--- config.mk ---
export PLATFORM = sky130hd
export DESIGN_NAME = sdram_init_monitor
export DESIGN_NICKNAME = d
export VERILOG_FILES = /design/src/rtl/sdram_init_monitor.sv
export SDC_FILE = /design/constraint.sdc
export NUM_CORES = 1
export LEC_CHECK = 0
export ABC_AREA = 1
export CAP_MARGIN = 20
export CELL_PAD_IN_SITES_DETAIL_PLACEMENT = 1
export CELL_PAD_IN_SITES_GLOBAL_PLACEMENT = 2
export CORE_AREA = 3 3 103 105
export CTS_CLUSTER_DIAMETER = 200
export DETAILED_ROUTE_END_ITERATION = 8
export DIE_AREA = 0 0 106 108
export PLACE_DENSITY = 0.85
export SYNTH_ARGS = -nofsm -noshare
export SYNTH_HDL_FRONTEND = slang
export SYNTH_SLANG_ARGS = --single-unit
--- constraint.sdc ---
create_clock -name clk -period 1.75 [get_ports clk]
set_input_delay 0.175 -clock clk [delete_from_list [all_inputs] [get_ports clk]]
set_output_delay 0.175 -clock clk [all_outputs]
set_load 0.1 [all_outputs]
--- src/rtl/sdram_init_monitor.sv ---
// sdram_init_monitor
// Passive checker for the SDRAM power-up initialisation sequence. It samples
// the command/address bus every rising edge and follows the protocol: power-up
// wait, PRECHARGE ALL, REF_COUNT AUTO REFRESHes, then MODE REGISTER SET. It
// publishes the programmed mode fields and latches the first violation. It
// never drives the bus.
//
// Ports:
//   clk            system clock, rising-edge sampling
//   rst_n          asynchronous active-low reset
//   sdram_cmds     {CSn,RASn,CASn,WEn} as seen on the SDRAM pins
//   sdram_addrs    A[12:0], aligned with sdram_cmds
//   init_done      a legal MRS has completed the sequence
//   mode_reg       raw A[12:0] of the last legal MRS
//   burst_len_code mode_reg[2:0]
//   burst_type     mode_reg[3], 0 = sequential
//   cas_latency    mode_reg[6:4]
//   write_single   mode_reg[9]
//   ref_count      AUTO REFRESHes seen during init, saturating at 15
//   err            sticky error flag
//   err_code       first error: 1 early, 2 order, 3 tRP, 4 tRC, 5 tMRD, 6 mode
module sdram_init_monitor #(
  parameter int CLK_FREQ_MHz = 50,
  parameter int INIT_US      = 200,
  parameter int T_RP_CYC     = 1,
  parameter int T_RC_CYC     = 4,
  parameter int T_MRD_CYC    = 2,
  parameter int REF_COUNT    = 2
) (
  input  logic        clk,
  input  logic        rst_n,
  input  logic [3:0]  sdram_cmds,
  input  logic [12:0] sdram_addrs,
  output logic        init_done,
  output logic [12:0] mode_reg,
  output logic [2:0]  burst_len_code,
  output logic        burst_type,
  output logic [2:0]  cas_latency,
  output logic        write_single,
  output logic [3:0]  ref_count,
  output logic        err,
  output logic [2:0]  err_code
);

  localparam int INIT_CYC = INIT_US * CLK_FREQ_MHz;
  localparam int PWR_W    = (INIT_CYC < 2) ? 1 : $clog2(INIT_CYC + 1);

  localparam logic [PWR_W-1:0] INIT_CYC_W  = PWR_W'(INIT_CYC);
  localparam logic [7:0]       T_RP_W      = 8'(T_RP_CYC);
  localparam logic [7:0]       T_RC_W      = 8'(T_RC_CYC);
  localparam logic [7:0]       T_MRD_W     = 8'(T_MRD_CYC);
  localparam logic [3:0]       REF_COUNT_W = 4'(REF_COUNT);

  typedef enum logic [2:0] {
    S_WAIT_PWR, S_WAIT_REF, S_WAIT_MRS, S_DONE, S_ERROR
  } state_t;

  typedef enum logic [2:0] {
    K_NOP, K_PRE, K_REF, K_MRS, K_OTHER
  } kind_t;

  state_t           state_q, state_d;
  kind_t            kind, prev_q;
  logic [PWR_W-1:0] pwr_q;
  logic [7:0]       gap_q;
  logic [3:0]       ref_q, ref_inc_val;
  logic [12:0]      mode_q;
  logic             done_q, err_q;
  logic [2:0]       code_q;

  logic [2:0] ord_err, tim_err, mode_err, code_d;
  logic       capture, ref_inc, mode_ok;

  // Command decode; deselect (CSn=1) is folded into NOP.
  always_comb begin
    kind = K_OTHER;
    if (sdram_cmds[3] || sdram_cmds == 4'b0111) kind = K_NOP;
    else if (sdram_cmds == 4'b0010)              kind = K_PRE;
    else if (sdram_cmds == 4'b0001)              kind = K_REF;
    else if (sdram_cmds == 4'b0000)              kind = K_MRS;
  end

  // Legal mode: CL 2 or 3; burst length code 0..3, or full page (7) only
  // with sequential bursts.
  assign mode_ok = (sdram_addrs[6:4] == 3'd2 || sdram_addrs[6:4] == 3'd3) &&
                   (!sdram_addrs[2] || (sdram_addrs[2:0] == 3'd7 && !sdram_addrs[3]));

  assign ref_inc_val = (ref_q == 4'hF) ? 4'hF : ref_q + 4'd1;

  always_comb begin
    // NOTE: every signal driven here gets a default first so no path can
    // leave it unassigned and infer a latch.
    state_d  = state_q;
    ord_err  = 3'd0;
    tim_err  = 3'd0;
    mode_err = 3'd0;
    code_d   = 3'd0;
    capture  = 1'b0;
    ref_inc  = 1'b0;

    if (kind != K_NOP) begin
      case (state_q)
        S_WAIT_PWR: begin
          if (pwr_q < INIT_CYC_W)                 ord_err = 3'd1;
          else if (kind == K_PRE && sdram_addrs[10]) state_d = S_WAIT_REF;
          else                                    ord_err = 3'd2;
        end
        S_WAIT_REF: begin
          if (kind == K_REF) begin
            ref_inc = 1'b1;
            if (ref_inc_val >= REF_COUNT_W) state_d = S_WAIT_MRS;
          end else begin
            ord_err = 3'd2;
          end
        end
        S_WAIT_MRS: begin
          if (kind == K_MRS) begin
            if (mode_ok) begin
              capture = 1'b1;
              state_d = S_DONE;
            end else begin
              mode_err = 3'd6;
            end
          end else if (kind == K_REF) begin
            ref_inc = 1'b1;
          end else begin
            ord_err = 3'd2;
          end
        end
        S_DONE: begin
          if (kind == K_MRS) begin
            if (mode_ok) capture  = 1'b1;
            else         mode_err = 3'd6;
          end
        end
        default: ;
      endcase

      // The gap counter measures distance from the previous non-NOP command.
      if (state_q != S_ERROR) begin
        case (prev_q)
          K_PRE:   if (gap_q < T_RP_W)  tim_err = 3'd3;
          K_REF:   if (gap_q < T_RC_W)  tim_err = 3'd4;
          K_MRS:   if (gap_q < T_MRD_W) tim_err = 3'd5;
          default: ;
        endcase
      end
    end

    // Lowest code wins when one sample breaks several rules.
    if (ord_err != 3'd0)      code_d = ord_err;
    else if (tim_err != 3'd0) code_d = tim_err;
    else                      code_d = mode_err;

    // An offending sample must not update any published field.
    if (code_d != 3'd0) begin
      state_d = S_ERROR;
      capture = 1'b0;
      ref_inc = 1'b0;
    end
  end

  always_ff @(posedge clk or negedge rst_n) begin
    if (!rst_n) begin
      state_q <= S_WAIT_PWR;
      prev_q  <= K_NOP;
      pwr_q   <= '0;
      gap_q   <= 8'hFF;
      ref_q   <= 4'd0;
      mode_q  <= 13'd0;
      done_q  <= 1'b0;
      err_q   <= 1'b0;
      code_q  <= 3'd0;
    end else begin
      // NOTE: non-blocking assignments so every register samples the
      // pre-edge values, independent of statement order.
      state_q <= state_d;
      if (pwr_q != INIT_CYC_W) pwr_q <= pwr_q + PWR_W'(1);
      if (kind != K_NOP) begin
        gap_q  <= 8'd1;
        prev_q <= kind;
      end else if (gap_q != 8'hFF) begin
        gap_q <= gap_q + 8'd1;
      end
      if (ref_inc) ref_q  <= ref_inc_val;
      if (capture) mode_q <= sdram_addrs;
      done_q <= (state_d == S_DONE);
      if (code_d != 3'd0 && !err_q) begin
        err_q  <= 1'b1;
        code_q <= code_d;
      end
    end
  end

  assign init_done      = done_q;
  assign mode_reg       = mode_q;
  assign burst_len_code = mode_q[2:0];
  assign burst_type     = mode_q[3];
  assign cas_latency    = mode_q[6:4];
  assign write_single   = mode_q[9];
  assign ref_count      = ref_q;
  assign err            = err_q;
  assign err_code       = code_q;

endmodule

==> impl_metrics.sql <==
INSERT INTO impl_metrics (metric_group, metric, value, unit) VALUES
('routing', 'route.detailed.wl_per_inst', '14.5', 'um'),
('layout', 'finish.cell_count_without_fillers', '576', ''),
('timing', 'timing.final.ws_setup', '-0.324', 'ns'),
('timing', 'fmax', '482', 'MHz'),
('logic_synthesis', 'ys_seq_area_frac', '0.483', ''),
('grt', 'antenna_violations_before_repair', '0', ''),
('logic_synthesis', 'syn_nets', '345', ''),
('timing', 'worst_pin_slew', '0.363', 'ns'),
('logic_synthesis', 'yosys_most_used_dff', 'dfrtp_1', ''),
('logic_synthesis', 'yosys.area_share.xor_xnor', '0.0436', ''),
('pwr', 'combPwrFrac', '0.184', ''),
('layout', 'fraction_of_layout_cells_with_a_size_suffix_above_1', '0.406', ''),
('clock_network', 'htreeDepth', '2', ''),
('clock_network', 'insertion_delay', '0.31', 'ns'),
('place', 'gp_congestion', '0.797', ''),
('floorplanning', 'die_area', '11400', 'um^2'),
('pwr', 'max-vdd-ir-drop', '294', 'uV'),
('timing', 'fin_crit_sh', '1.18', ''),
('grt', 'grt_pass1_vias', '2659', ''),
('routing', 'detail_route.first_pass.iterations', '4', ''),
('setup_path', 'cp-start-kind', 'register', ''),
('setup_path', 'crit_path_max_incr_delay', '0.44', 'ns'),
('clock_network', 'clk_path_buf_depth', '2', ''),
('clock_network', 'clock_sink_count', '50', ''),
('pwr', 'static-leakage-power', '0.00205', 'uW'),
('logic_synthesis', 'synth_top_family_by_area', 'simple AND/OR/NAND/NOR gates', ''),
('place', 'placement.io_buffers', '48', ''),
('timing', 'maxSlewHeadroom', '0.756', ''),
('floorplanning', 'floorplan.io_pins', '49', ''),
('flow_run', 'max_cap_viol_count', '0', ''),
('logic_synthesis', 'synth.cell_area', '2610', 'um^2'),
('timing', 'min_period', '2.07', 'ns'),
('setup_path', 'worstSetupEndpointType', 'register', ''),
('floorplanning', 'placementRows', '36', ''),
('floorplanning', 'die-height', '108', 'um'),
('logic_synthesis', 'synthCells', '321', ''),
('pwr', 'switching_share', '0.260', ''),
('routing', 'drt_iter0_drc', '61', ''),
('logic_synthesis', 'synth_async_sr_flop_share', '1.00', ''),
('routing', 'drt-vias-per-instance', '4.45', ''),
('setup_path', 'cp_cell_sequence', 'buf_4 -> nor2_2 -> nand2_1 -> nand2_1 -> nor2_1 -> o21bai_1 -> nand2_1 -> nand3_2 -> nor2_4 -> buf_4 -> nand2_4 -> nand2_1 -> nand2_1', ''),
('hold_path', 'worstHoldPathType', 'in2async', ''),
('grt', 'maximum_number_of_pins_on_one_net_before_global_route_repair', '51', ''),
('grt', 'grtUsageTotal', '0.136', ''),
('floorplanning', 'initial_core_util', '0.269', ''),
('setup_path', 'worst-path-max-fanout', '6', ''),
('clock_network', 'clkTransAtPathRegs', '0.09', 'ns'),
('timing', 'setup_viol_count_final', '27', ''),
('logic_synthesis', 'synthesis.area_per_instance', '8.14', 'um^2'),
('layout', 'flow.area_growth_from_synthesis', '57.1', '%'),
('pwr', 'power.total', '2580', 'uW'),
('layout', 'fillers', '1202', ''),
('logic_synthesis', 'synth_simple_gate_area_share', '0.303', ''),
('layout', 'post-route-util', '0.422', ''),
('floorplanning', 'coreArea', '9730', 'um^2'),
('timing', 'whs', '0.377', 'ns'),
('logic_synthesis', 'synth_enable_flop_cells', '0', ''),
('logic_synthesis', 'synth_warnings', '0', ''),
('setup_path', 'timing.critical_path.slowest_stage_cell', 'dfrtp_2', ''),
('status', 'failed_checks', 'setup timing', ''),
('pwr', 'net-switching-power', '671', 'uW'),
('setup_path', 'cp_common_cell', 'nand2_1', ''),
('grt', 'first_pass_grt_wire_length', '12.8', 'mm'),
('routing', 'drt_drc_violations_left', '0', ''),
('timing', 'drv_slew', '0', ''),
('pwr', 'p_per_area', '628', 'nW/um^2'),
('layout', 'antenna_cells_inserted', '0', ''),
('logic_synthesis', 'yosys_register_bits', '50', ''),
('layout', 'num-nets-final', '466', ''),
('timing', 'skew', '0.00770', 'ns'),
('status', 'status', 'complete, but fails checks', '');
## kinds of logic (layout without fill, tap and decap cells)
kind of cell / count (synthesis) / count (layout)
AND/OR/NAND/NOR: 178 / 179
AO/OA/AOI/OAI: 27 / 27
adder cells (fa/ha/maj): 5 / 5
buffers and inverters: 48 / 169
XOR/XNOR: 13 / 13
flip-flops: 50 / 50
## power groups by stage
stage                     Sequential [uW]  Combinational [uW]  Clock, uW
final                                1230                 474        875
after global routing                 1240                 525        935
after CTS                            1230                 399        899
after detailed placement             1250                 343          0
after global placement               1240                 331          0
after floorplan                      1240                 129          0
## worst max-delay path, delay by kind of cell (launching register included)
family	cells	cell delay [ns]
AOI/OAI and AO/OA	1	0.16
buffers and inverters	2	0.31
DFF	1	0.44
and+or+nand+nor	10	1.03
## routing by layer
metal	wire, um	part of all wire	GRT usage	up-vias
met5	0	0	0	-
met4	99	0.012	0.0305	0
met3	147	0.018	0.0191	9
met2	4550	0.54	0.250	24
met1	3560	0.43	0.170	1261
li1	-	-	-	1272
## layout make-up
type,instances,area [um^2],share of cell area
clock inverters,1,30.0,0.00731
flip-flops and latches,50,1280,0.311
inverters,36,140,0.0341
multi-input cells,224,1320,0.320
clock buffers,7,86.3,0.0210
well taps,133,166,0.0405
repair buffers,125,1090,0.266
## timing repair
item,4_1_cts,5_1_grt
gates resized for setup,24,30
setup buffers,5,12
setup endpoints to repair,29,33
gates cloned,0,2
hold endpoints to repair,42,0
pin swaps,5,14
hold buffers,1,0
## path summary, 6_finish.rpt
kind,from,to,slack [ns],cells past startpoint
worst max register to register,state_q[1]$_DFF_PN0_,mode_reg[1]$_DFFE_PN0P_,-0.32,13
worst min register to register,err_code[2]$_DFFE_PN0P_,err_code[2]$_DFFE_PN0P_,0.48,2
worst max-delay path,state_q[1]$_DFF_PN0_,mode_reg[1]$_DFFE_PN0P_,-0.32,13
worst min-delay path,rst_n,mode_reg[4]$_DFFE_PN0P_,0.38,3
max in group asynchronous,rst_n,gap_q[1]$_DFFE_PN1P_,1.09,3
min in group clk,sdram_addrs[11],mode_reg[11]$_DFFE_PN0P_,0.42,3
## per-stage QoR
step	setup WS [ns]	setup TNS, ns
6_report	-0.324	-6.53
5_1_grt	-0.461	-10.70
4_1_cts	-0.217	-3.56
3_5_place_dp	-0.434	-9.42
3_3_place_gp	-0.316	-7.20
2_1_floorplan	-0.0836	-1.02
## layout by cell type (no fill, tap or decap), types with 3 or more instances in the layout
master / instances
dfrtp_1: 36
nand2_2: 8
nand3_1: 31
dfrtp_4: 3
inv_2: 4
nand2_4: 5
nor3_1: 3
nor2_1: 16
a21oi_1: 3
inv_1: 30
nand4_1: 6
nand2_1: 81
buf_4: 95
o21ai_0: 10
buf_6: 3
xnor2_1: 5
nand3_2: 6
dfrtp_2: 3
xor2_1: 8
buf_12: 6
clkdlybuf4s50_1: 17
ha_1: 3
nor2_2: 9
dfstp_2: 8
clkbuf_8: 6
o21ai_1: 3
nor2_4: 3
## cells in the mapped netlist (5+ instances only)
cell,n,area share
a21oi_1,6,0.011
buf_4,9,0.026
dfrtp_1,42,0.40
dfstp_2,8,0.080
ha_1,5,0.024
inv_1,33,0.047
nand2_1,86,0.12
nand2_2,7,0.017
nand3_1,36,0.069
nand4_1,6,0.014
nor2_1,26,0.037
nor3_1,7,0.013
o21ai_0,13,0.025
xnor2_1,5,0.017
xor2_1,8,0.027
No activity file was read; power rests on OpenSTA's default activity.
==> variant 1: new RTL, same flow settings <==
Re-encode `kind_t` (5 values) as Gray code, 3 bits wide.
--- a/src/rtl/sdram_init_monitor.sv
+++ b/src/rtl/sdram_init_monitor.sv
@@ -58,3 +58,3 @@
   typedef enum logic [2:0] {
-    K_NOP, K_PRE, K_REF, K_MRS, K_OTHER
+    K_NOP = 3'b000, K_PRE = 3'b001, K_REF = 3'b011, K_MRS = 3'b010, K_OTHER = 3'b110
   } kind_t;
Check against the original RTL: no difference found for any inputs over 10 cycles, from zero or initial values and one cycle with rst_n low; not proved beyond that.
==> variant 1 against the original RTL <==
The run still ends with setup timing left; area after synthesis is 8.2% higher; sequential share of layout area down 1.5 points; cell area increased by 4.5%; largest cell class unchanged; routed wire length is 7.0% lower; highest routed layer unchanged; critical endpoint is now ref_count[2]; via count rose by 3.2%; global-route usage grew 0.68 points; setup slack improved by 0.065 ns; die area stayed put; total power fell by 1.1%; cell count rose by 3.6%; clock power is 6.3% lower; worst hold slack worse by 0.018 ns; sequential cell count did not move.
==> variant 1: results (changes against the original RTL) <==
outcome finished, violations left (unchanged); failing checks setup timing (unchanged); Post-Synth XOR/XNOR Area 0.0372 (was 0.0436); drt wl/cell 13.0 um (was 14.5 um); final hold vios 0 (unchanged); Worst-path clk slew 0.10 ns; Cell variety after synth 35 (was 33); DP Cell Count 581 (was 548); Area contributors post-synth dfrtp_1 (37%), nand2_1 (12%), dfstp_2 (7.4%), nand3_1 (5.7%), inv_1 (4.6%) (was dfrtp_1 (40%), nand2_1 (12%), dfstp_2 (8.0%), nand3_1 (6.9%), inv_1 (4.7%)); Post-layout nets 487 (was 466); post-synthesis mux area share 0 (unchanged); largest net degree at the start of global routing 32 (was 51); Antenna diodes 0 (unchanged); Post-synth ARST share 1.00 (unchanged); ratio of cells with drive above 1 in the final layout 0.440 (was 0.406); port buffer count 48 (unchanged); Worst VDD drop 0.300 mV (was 0.294 mV); Synth Area in Adders 0.0221 (was 0.0239); sequential fraction of the synthesis area 0.446 (was 0.483); Worst Hold Class in2async (unchanged); Total Routed Length 7.78 mm (was 8.36 mm); Post-synth top cells nand2_1 (88), dfrtp_1 (42), inv_1 (35) (was nand2_1 (86), dfrtp_1 (42), nand3_1 (36)); vias in the first global route 2861 (was 2659); final worst slack -0.258 ns (was -0.324 ns); HPWL after DPL 6.11 mm (was 5.84 mm); Setup-failing EPs final 26 (was 27); Leak 2.13 nW (was 2.05 nW); initial antenna violation count 0 (unchanged); Root Buffer clkbuf_8 (unchanged); Worst Path Max Fanout 7 (was 6); R2R depth 12 (was 13); GRT Total Usage 0.143 (was 0.136); worst r2r src gap_q[1] (was state_q[1]); max FFs per register 14 (unchanged); prevailing post-synth register cell dfrtp_1 (unchanged); worst clock skew 0.0111 ns (was 0.00770 ns); syn_area_per_cell 8.20 um^2 (was 8.14 um^2); DR pass1 iterations 4 (unchanged); complex-gate fraction of the synthesized area 0.0610 (was 0.0589); H-tree level count 2 (unchanged); element type at the critical path start flip-flop (unchanged); arrival time worst endpoint 2.26 ns; final estimated routing congestion in global placement 0.767 (was 0.797); global-route wire length before repair 13.4 mm (was 12.8 mm); CTS max path bufs 2 (unchanged); initial detailed-routing violation count 50 (was 61); WHS 0.359 ns (was 0.377 ns); relative slew slack 0.664 (was 0.756); CTS Buf Count 5 (unchanged); vias 2648 (was 2566); Post-Syn Nets 369 (was 345); Yosys warning count 0 (unchanged); Clk Latency, worst-skew pair 0.31 ns (about the same)
==> variant 1: changes by cell type after synthesis, moves of 3 or more <==
cell,before,now
a21oi_1,6,13
inv_2,2,9
nand2_2,7,4
nand2_4,0,6
nand3_1,36,32
nand3_2,1,4
nand4_1,6,9
nor2_2,1,6
o21ai_0,13,7
xnor2_1,5,2
==> variant 1: logic make-up (layout without fill, tap and decap cells) <==
group,count (synthesis),in the layout
buffers and inverters,57,176
xor gates and xnor gates,12,12
adders and majority gates,5,5
AOI/OAI and AO/OA,30,30
DFF,50,50
and+or+nand+nor,191,191
==> variant 1: metal layers <==
layer | vias to the layer above | share of wire | GRT usage
li1 | 1328 | - | -
met1 | 1287 | 0.43 | 0.180
met2 | 24 | 0.53 | 0.254
met3 | 9 | 0.022 | 0.0227
met4 | 0 | 0.016 | 0.0416
met5 | - | 0 | 0
==> variant 1: final timing paths <==
path	end
max reg2reg	ref_count[2]
max in group asynchronous	gap_q[0]
min	mode_reg[1]
min in group clk	mode_reg[11]
min reg2reg	mode_reg[10]
max	ref_count[2]
==> variant 1: worst max-delay path, stage by stage, from the launching register on <==
cell      delay (ns)
dfstp_2         0.41
buf_12          0.12
buf_4           0.13
nor2_1          0.15
nand3_2         0.10
nand2_2         0.08
nand3_2         0.10
a21oi_4         0.18
nand3_4         0.12
nor2_8          0.23
buf_4           0.17
nand3b_1        0.07
nand2_1         0.07
==> variant 1: layout make-up <==
| type | instances | area [um^2] |
|---|---|---|
| fillers | 1174 | 5440 |
| flip-flops and latches | 50 | 1270 |
| clock buffers | 6 | 72.6 |
| repair buffers | 124 | 1070 |
| inverters | 44 | 165 |
| multi-input cells | 238 | 1520 |
| well taps | 133 | 166 |
| clock inverters | 2 | 33.8 |
==> variant 1: report_power, final <==
group	total, W	switching, W	internal [W]	leakage (nW)
clock	0.000820	0.000397	0.000423	0.0528
sequential	0.00122	0.0000317	0.00119	0.622
combinational	0.000508	0.000263	0.000244	1.45
==> variant 1: repair_timing <==
item | CTS | global route
hold endpoints to repair | 19 | 0
endpoints found under the setup margin | 32 | 32
pin swaps | 9 | 20
hold buffers | 1 | 0
resized for setup | 27 | 22
buffers inserted | 4 | 3
gates cloned | 0 | 0
==> variant 1: metrics by stage <==
stage          total power, W  area (um^2)  TNS [ns]  worst slack, ns
6_report              0.00255         4290     -5.46           -0.258
5_1_grt               0.00269         4290     -8.75           -0.367
4_1_cts               0.00254         4180     -4.49           -0.209
3_5_place_dp          0.00165         3910     -9.03           -0.377
3_3_place_gp          0.00164         3910     -7.34           -0.313
2_1_floorplan         0.00144         2890    -0.927          -0.0945
==> variant 2: new RTL, same settings <==
Made on the original files. `INIT_US`: 200 -> 300.
--- a/src/rtl/sdram_init_monitor.sv
+++ b/src/rtl/sdram_init_monitor.sv
@@ -23,3 +23,3 @@
   parameter int CLK_FREQ_MHz = 50,
-  parameter int INIT_US      = 200,
+  parameter int INIT_US      = 300,
   parameter int T_RP_CYC     = 1,
Function: same outputs for any inputs over 10 cycles, from zero or initial values and one cycle with rst_n low; that may be too few to reach the edited logic, so the function may still have changed.
==> variant 2 against the original RTL <==
The run still ends with setup timing left; routed wire length is 2.5% lower; setup slack better by 0.16 ns; critical endpoint is now err_code[2]; sequential cell count stayed put; cell area is 7.1% higher; count of clock-buffer cells in the layout is 2 lower; critical path depth is 2 higher; non-clock buffer count is 4 higher; worst hold slack worse by 0.079 ns; area after synthesis is 10% higher; total power is 1.7% lower.
==> variant 2: results (changes against the original RTL) <==
Post-Syn Nets 376 (was 345); Worst-path clk slew 0.11 ns (was 0.09 ns); Post-layout nets 501 (was 466); M3 GR Usage 0.0185 (was 0.0191); Post-synth top cells nand2_1 (95), dfrtp_1 (42), nand3_1 (34) (was nand2_1 (86), dfrtp_1 (42), nand3_1 (36)); outcome finished, violations left (unchanged); failing checks setup timing (unchanged); relative slew slack 0.725 (was 0.756); Filler Cell Count 1188 (was 1202); WL met1 3.60 mm (was 3.56 mm); final worst slack -0.160 ns (was -0.324 ns); R2R depth 15 (was 13); detailed-routed wire length on met3 119 um (was 147 um); ratio of cells with drive above 1 in the final layout 0.475 (was 0.406); top cell type's share of synthesized area 0.365 (was 0.402); Setup-failing EPs final 26 (was 27); Area contributors post-synth dfrtp_1 (36%), nand2_1 (12%), dfstp_2 (7.3%), nand3_1 (5.9%), inv_1 (3.8%) (was dfrtp_1 (40%), nand2_1 (12%), dfstp_2 (8.0%), nand3_1 (6.9%), inv_1 (4.7%)); largest net degree at the start of global routing 37 (was 51); complex-gate fraction of the synthesized area 0.0686 (was 0.0589); vias in the first global route 2893 (was 2659); vias 2732 (was 2566); Worst Path Max Fanout 3 (was 6); Cell variety after synth 37 (was 33); Setup WS pre-CTS -0.518 ns (was -0.434 ns); worst clock skew 0.0107 ns (was 0.00770 ns)
## variant 2: through the flow
| stage | area (um^2) | instances |
|---|---|---|
| after CTS | 4180 | 607 |
| after detailed placement | 3940 | 593 |
| final | 4400 | 611 |
| after global routing | 4400 | 611 |
| after global placement | 3940 | 593 |
| after floorplan | 2900 | 352 |
## variant 2: power groups by stage
stage                     Sequential (W)  Clock [W]  Combinational, W
after floorplan                  0.00124          0          0.000170
after global placement           0.00124          0          0.000357
after detailed placement         0.00124          0          0.000373
after CTS                        0.00122   0.000912          0.000390
after global routing             0.00123   0.000951          0.000486
final                            0.00122   0.000876          0.000434
## variant 2: worst max-delay path, delay by kind of cell, from the launching register on
| family | cells | cell delay [ns] |
|---|---|---|
| compound gates | 2 | 0.20 |
| fa+ha+maj | 1 | 0.17 |
| buf+inv | 3 | 0.26 |
| flops | 1 | 0.55 |
| simple gates | 9 | 0.63 |
## variant 2: worst min-delay path by stage
stage,to,depth (start not counted),from
2_1_floorplan,err,0,rst_n
6_report,mode_reg[5],2,rst_n
5_1_grt,mode_reg[5],2,rst_n
3_3_place_gp,mode_reg[5],1,rst_n
3_5_place_dp,mode_reg[5],1,rst_n
4_1_cts,pwr_q[5],2,rst_n
## variant 2: final cells by class
class | count | area [um^2] | area share
flip-flops and latches | 50 | 1270 | 0.289
repair buffers | 129 | 1080 | 0.246
clock buffers | 5 | 68.8 | 0.0157
clock inverters | 3 | 48.8 | 0.0111
inverters | 42 | 163 | 0.0370
multi-input cells | 249 | 1600 | 0.363
well taps | 133 | 166 | 0.0378
## variant 2: cells by family after synthesis
family          after synthesis
buf+inv                      54
flops                        50
xor+xnor                     10
simple gates                201
fa+ha+maj                     5
compound gates               32
